==> src/rtl/tile_result_drain.sv <==
`default_nettype none
// ============================================================================
// Module   : tile_result_drain
// Purpose  : Output-side collector for the PE tile array. Captures a full
//            TILE_SIZE x TILE_SIZE accumulator tile on tile_valid, converts
//            every element to DATA_WIDTH (optional shift + half-up rounding,
//            then saturation), stores it in a two-slot ping-pong buffer and
//            streams it out row by row over a valid/ready handshake.
// Ports    : clk, rst (async, active-high)
//            tile_valid, tile_data[row][col], requant_en -> tile input
//            tile_ready                                  -> slot free
//            row_valid, row_ready, row_data[col], row_idx, row_last
//            overflow_err, sat_seen                      -> sticky status
// Revision : 1.0 - initial release
// ============================================================================
module tile_result_drain #(
  parameter int TILE_SIZE  = 4,
  parameter int DATA_WIDTH = 16,
  parameter int ACC_WIDTH  = 32,
  parameter int FRAC_BITS  = 8
) (
  input  logic                                                 clk,
  input  logic                                                 rst,
  input  logic                                                 tile_valid,
  input  logic [TILE_SIZE-1:0][TILE_SIZE-1:0][ACC_WIDTH-1:0]   tile_data,
  input  logic                                                 requant_en,
  output logic                                                 tile_ready,
  output logic                                                 row_valid,
  input  logic                                                 row_ready,
  output logic [TILE_SIZE-1:0][DATA_WIDTH-1:0]                 row_data,
  output logic [$clog2(TILE_SIZE)-1:0]                         row_idx,
  output logic                                                 row_last,
  output logic                                                 overflow_err,
  output logic                                                 sat_seen
);

  localparam int RW = $clog2(TILE_SIZE);
  localparam logic [RW-1:0] LAST_ROW = RW'(TILE_SIZE - 1);

  // Conversion is done one bit wider than the accumulator so the rounding
  // add can never wrap.
  localparam logic signed [ACC_WIDTH:0] HALF  = (ACC_WIDTH + 1)'(1) << (FRAC_BITS - 1);
  localparam logic signed [ACC_WIDTH:0] MAX_W = (ACC_WIDTH + 1)'((64'sd1 <<< (DATA_WIDTH - 1)) - 64'sd1);
  localparam logic signed [ACC_WIDTH:0] MIN_W = -MAX_W - (ACC_WIDTH + 1)'(1);
  localparam logic [DATA_WIDTH-1:0]     MAX_OUT = {1'b0, {(DATA_WIDTH - 1){1'b1}}};
  localparam logic [DATA_WIDTH-1:0]     MIN_OUT = {1'b1, {(DATA_WIDTH - 1){1'b0}}};

  // Buffer state
  logic [1:0][TILE_SIZE-1:0][TILE_SIZE-1:0][DATA_WIDTH-1:0] slot;
  logic          wr_ptr;
  logic          rd_ptr;
  logic [1:0]    count;
  logic [RW-1:0] row_cnt;

  // Parallel conversion of the incoming tile
  logic [TILE_SIZE-1:0][TILE_SIZE-1:0][DATA_WIDTH-1:0] conv_tile;
  logic [TILE_SIZE*TILE_SIZE-1:0]                      sat_vec;

  for (genvar r = 0; r < TILE_SIZE; r++) begin : g_row
    for (genvar c = 0; c < TILE_SIZE; c++) begin : g_col
      logic signed [ACC_WIDTH:0] ext;
      logic signed [ACC_WIDTH:0] rounded;
      logic signed [ACC_WIDTH:0] t;
      logic                      hi;
      logic                      lo;

      assign ext     = {tile_data[r][c][ACC_WIDTH-1], tile_data[r][c]};
      // Adding one half then shifting arithmetically gives round-half-up
      // (towards +inf), so -1.5 becomes -1.
      assign rounded = (ext + HALF) >>> FRAC_BITS;
      assign t       = requant_en ? rounded : ext;
      assign hi      = (t > MAX_W);
      assign lo      = (t < MIN_W);

      assign conv_tile[r][c]          = hi ? MAX_OUT : (lo ? MIN_OUT : t[DATA_WIDTH-1:0]);
      assign sat_vec[r*TILE_SIZE + c] = hi | lo;
    end
  end

  logic accept;
  logic pop;
  logic last_pop;

  assign tile_ready = (count < 2'd2);
  assign accept     = tile_valid && tile_ready;
  assign pop        = row_valid && row_ready;
  assign last_pop   = pop && (row_cnt == LAST_ROW);

  // Output path is a pure register mux; slots reset to zero so row_data
  // reads zero out of reset.
  assign row_valid = (count != 2'd0);
  assign row_data  = slot[rd_ptr][row_cnt];
  assign row_idx   = row_cnt;
  assign row_last  = row_valid && (row_cnt == LAST_ROW);

  always_ff @(posedge clk or posedge rst) begin
    if (rst) begin
      slot         <= '0;
      wr_ptr       <= 1'b0;
      rd_ptr       <= 1'b0;
      count        <= 2'd0;
      row_cnt      <= '0;
      overflow_err <= 1'b0;
      sat_seen     <= 1'b0;
    end else begin
      if (accept) begin
        slot[wr_ptr] <= conv_tile;
        wr_ptr       <= ~wr_ptr;
        if (|sat_vec) begin
          sat_seen <= 1'b1;
        end
      end

      if (tile_valid && !tile_ready) begin
        overflow_err <= 1'b1;
      end

      if (pop) begin
        if (row_cnt == LAST_ROW) begin
          row_cnt <= '0;
          rd_ptr  <= ~rd_ptr;
        end else begin
          row_cnt <= row_cnt + RW'(1);
        end
      end

      // Accept and final-row pop in the same cycle leave count unchanged.
      if (accept && !last_pop) begin
        count <= count + 2'd1;
      end else if (!accept && last_pop) begin
        count <= count - 2'd1;
      end
    end
  end

endmodule
`default_nettype wire

==> config.mk <==
export PLATFORM = sky130hd
export DESIGN_NAME = tile_result_drain
export DESIGN_NICKNAME = d
export VERILOG_FILES = /design/src/rtl/tile_result_drain.sv
export SDC_FILE = /design/constraint.sdc
export NUM_CORES = 2
export LEC_CHECK = 0
export CAP_MARGIN = 20
export CORE_MARGIN = 2
export CORE_UTILIZATION = 24
export DETAILED_ROUTE_END_ITERATION = 12
export MAX_ROUTING_LAYER = met4
export PLACE_DENSITY_LB_ADDON = 0.3
export SLEW_MARGIN = 0
export SYNTH_ARGS = -nofsm -noshare
export SYNTH_HDL_FRONTEND = slang
export SYNTH_SLANG_ARGS = --single-unit
==> constraint.sdc <==
create_clock -name clk -period 20.5 [get_ports clk]
set_clock_uncertainty 0.2 [all_clocks]
set_input_delay 5.125 -clock clk [delete_from_list [all_inputs] [get_ports clk]]
set_output_delay 5.125 -clock clk [all_outputs]
set_load 0.1 [all_outputs]
==> results.json <==
{
  "dieHeight_um": 396,
  "met2_usage_pct": 33.4,
  "placementRows": 143,
  "startpoint_type": "flop",
  "synth_area_mm2": 0.0369,
  "cts_buffer_depth": 3,
  "hold_violations": 0,
  "critPathBufInv": 3,
  "grt_pass1_vias": 35017,
  "crit_type": "flop to primary output",
  "cts_tree": "done",
  "pwr_density_cell_mw_per_mm2": 139,
  "place_area_mm2": 0.0445,
  "syn-num-nets": 5058,
  "yosys-top-cells-area": "dfrtp_1, mux4_2, o21ai_0",
  "final_area_mm2": 0.0467,
  "maxSlewViolCount": 0,
  "nets": 5430,
  "core-area_mm2": 0.152,
  "initial_core_util_pct": 24.2,
  "layoutNonFillerInstCount": 7005,
  "post_cts_buffers": 0,
  "avgSynthCellArea_um2": 8.15,
  "dp_hpwl_mm": 120,
  "synth_top_area_share_pct": 35.3,
  "final.period_utilization_pct": 50.4,
  "synth-edff-count": 0,
  "io_pins": 588,
  "ys.flop_type": "dfrtp_1",
  "slew-limit-headroom_pct": 24.6,
  "syn_to_final_growth_pct": 26.6,
  "vias": 35699,
  "fin_setup_tns_ps": 0,
  "slowest_stage": "clkdlybuf4s50_1",
  "netlist_instances": 4523,
  "n_fill_cell": 16128,
  "grt_max_degree": 172,
  "cts-resized-gates": 0,
  "grt_pass1_wl_mm": 232,
  "crit_arrival_ps": 5010,
  "synth-seq-cells": 520,
  "cts_hold_buf": 0,
  "grt_setup_unrepaired": "false",
  "finalPower_mw": 6.47,
  "async_flop_share_pct": 100,
  "dp_cells": 6861,
  "cts.sink_count": 520,
  "drc_errors": 0,
  "yosysWarningCount": 0,
  "max_slew.worst_pin.slew_ps": 1130,
  "max_freq_ghz": 0.0968,
  "max-cap-violations": 0,
  "drt_first_iter_violations": 2747,
  "wl_mm": 155,
  "place.gp.congestion": 0.917,
  "grtUsageMet1_pct": 24.3,
  "grt_busiest_layer": "met2",
  "drive_gt1_share_pct": 8.47,
  "grtUsageMet3_pct": 3.69,
  "drt_pass1_iterations": 6,
  "cts_made_buffers": 61,
  "period_minus_slack_ps": 10330,
  "synth_cell_types": 78,
  "antenna_found_initial": 40,
  "seq_area_frac_synth_pct": 35.3,
  "synth_area_leader_cell": "dfrtp_1",
  "status": "completed",
  "cp-end-kind": "primary output",
  "h-tree-depth": 2,
  "routedWlPerCell_um": 22.2,
  "p_leak_nw": 17.7,
  "cts-root-buf": "clkbuf_16",
  "worst-path-max-fanout": 33,
  "overflow": 0,
  "detail-route-antenna-nets": 0,
  "die_area_mm2": 0.157,
  "max-vdd-ir-drop_mv": 0.146,
  "hold_slack_ps": 268,
  "clkLatencyLatePin_ps": 650,
  "clkTransAtPathRegs_ps": 60,
  "hp-class": "flop to flop",
  "crit_top_cell": "buf_4",
  "critPathTopFamily": "buffers and inverters",
  "finalSetupViolCount": 0,
  "routed_via_density": 5.10,
  "max_stage_delay_ps": 1030,
  "crit_path_cell_trace": "buf_4 -> buf_4 -> mux4_2 -> mux2_2 -> clkdlybuf4s50_1",
  "dieWidth_um": 396,
  "grt_usage_pct": 19.8,
  "io_buffers": 587,
  "worstPathRequired_ps": 15180
}
[path summary, 6_finish.rpt]
path,from,endpoint,slack (ps),cells after the start
max,rd_ptr$_DFFE_PP0P_,row_data[54],10170,5
min,overflow_err$_DFFE_PP0P_,overflow_err$_DFFE_PP0P_,270,1
max reg2reg,count[1]$_DFFE_PP0P_,slot[318]$_DFFE_PP0P_,16340,7
min reg2reg,overflow_err$_DFFE_PP0P_,overflow_err$_DFFE_PP0P_,270,1
max in group asynchronous,rst,slot[475]$_DFFE_PP0P_,12800,4
min in group asynchronous,rst,slot[4]$_DFFE_PP0P_,4860,2
[sequential cells by signal, indices dropped and copies added, names as in the netlist]
| register | flops |
|---|---|
| row_idx | 2 |
| slot | 512 |
| wr_ptr | 1 |
| count | 2 |
| overflow_err | 1 |
| sat_seen | 1 |
| rd_ptr | 1 |
[Yosys cell counts, types with 8 or more instances]
master and count:
mux2_2 93, inv_1 42, nand2_1 707, o21ai_0 558, xnor2_1 162, mux4_2 128
or3_1 28, and3_1 65, o21a_1 10, o31a_1 13, nor3_1 74, nand3_1 183
and4_1 34, a21o_1 9, ha_1 18, nor4_1 69, or4_1 43, nor2b_1 15
mux2i_1 13, or2_2 8, a211oi_1 22, clkbuf_1 279, dfrtp_1 520, and2_1 20
a31o_2 13, o31ai_1 36, nand2b_1 16, xor2_1 145, buf_2 20, nand4_1 118
a31oi_1 61, a21oi_1 451, buf_1 26, nor2_1 406
[stage by stage]
stage | setup WS, ps | util [%]
after CTS | 9950 | 30.6
after global routing | 9840 | 30.6
final | 10170 | 30.6
after floorplan | 648 | -
after detailed placement | 10430 | 29.2
after global placement | 10350 | 29.2
[routing by layer]
layer	vias up	part of all wire (%)
met3	172	6.8
met5	-	0
met1	17335	41
met4	0	2.5
met2	1007	50
li1	17185	-
[cells in the final DEF (no fill, tap or decap), types with 8 or more instances in the layout]
master and n:
xnor2_1 162, a21oi_1 451, o21ai_1 8, nand4_1 118, o21ai_0 557, buf_4 50
and3_1 65, and4_1 34, clkbuf_16 61, mux2i_1 13, clkdlybuf4s50_1 581, nor3_1 74
o31ai_1 34, o21a_1 10, mux4_2 128, a211oi_1 22, inv_1 40, xor2_1 145
or4_1 43, o31a_1 13, nor4_1 69, nor2b_1 15, clkbuf_8 19, dfrtp_1 517
nand2_1 706, a31o_2 13, or2_2 8, clkbuf_1 12, mux2_2 93, diode_2 31
nand2b_1 15, nand3_1 183, ha_1 18, a21o_1 9, a31oi_1 60, and2_1 20
or3_1 28, nor2_1 406
[layout make-up]
type	instances	area, um2	area share [%]
diodes	31	77.6	0.166
clock buffers	92	1830	3.93
clock inverters	20	248	0.531
inverters	42	168	0.359
multi-input cells	3634	22500	48.2
flip-flops and latches	520	13000	27.9
well taps	2030	2540	5.44
repair buffers	636	6290	13.5
[cell families (layout without fill, tap and decap cells)]
| kind of cell | Yosys count | after routing | share of synthesized area (%) |
|---|---|---|---|
| simple gates | 1816 | 1816 | 23.0 |
| compound gates | 1259 | 1259 | 18.9 |
| flops | 520 | 520 | 35.3 |
| buf+inv | 369 | 790 | 3.85 |
| xor+xnor | 307 | 307 | 7.29 |
| mux | 234 | 234 | 11.0 |
| fa+ha+maj | 18 | 18 | 0.611 |
| other cells | 0 | 31 | 0 |
[worst reg2reg max path: stages (launching register included)]
cell	delay, ps
dfrtp_1	380
nor2b_1	60
buf_4	190
nand2_4	300
buf_4	700
buf_4	980
buf_4	880
o21ai_0	320
[power by group]
part / switching, mW / internal, mW / leakage (nW)
Combinational: 2.38 / 1.14 / 10.2
Sequential: 0.300 / 1.53 / 6.39
Clock: 0.465 / 0.666 / 1.01
Total: 3.15 / 3.33 / 17.7
No activity file was read; power rests on OpenSTA's default activity.
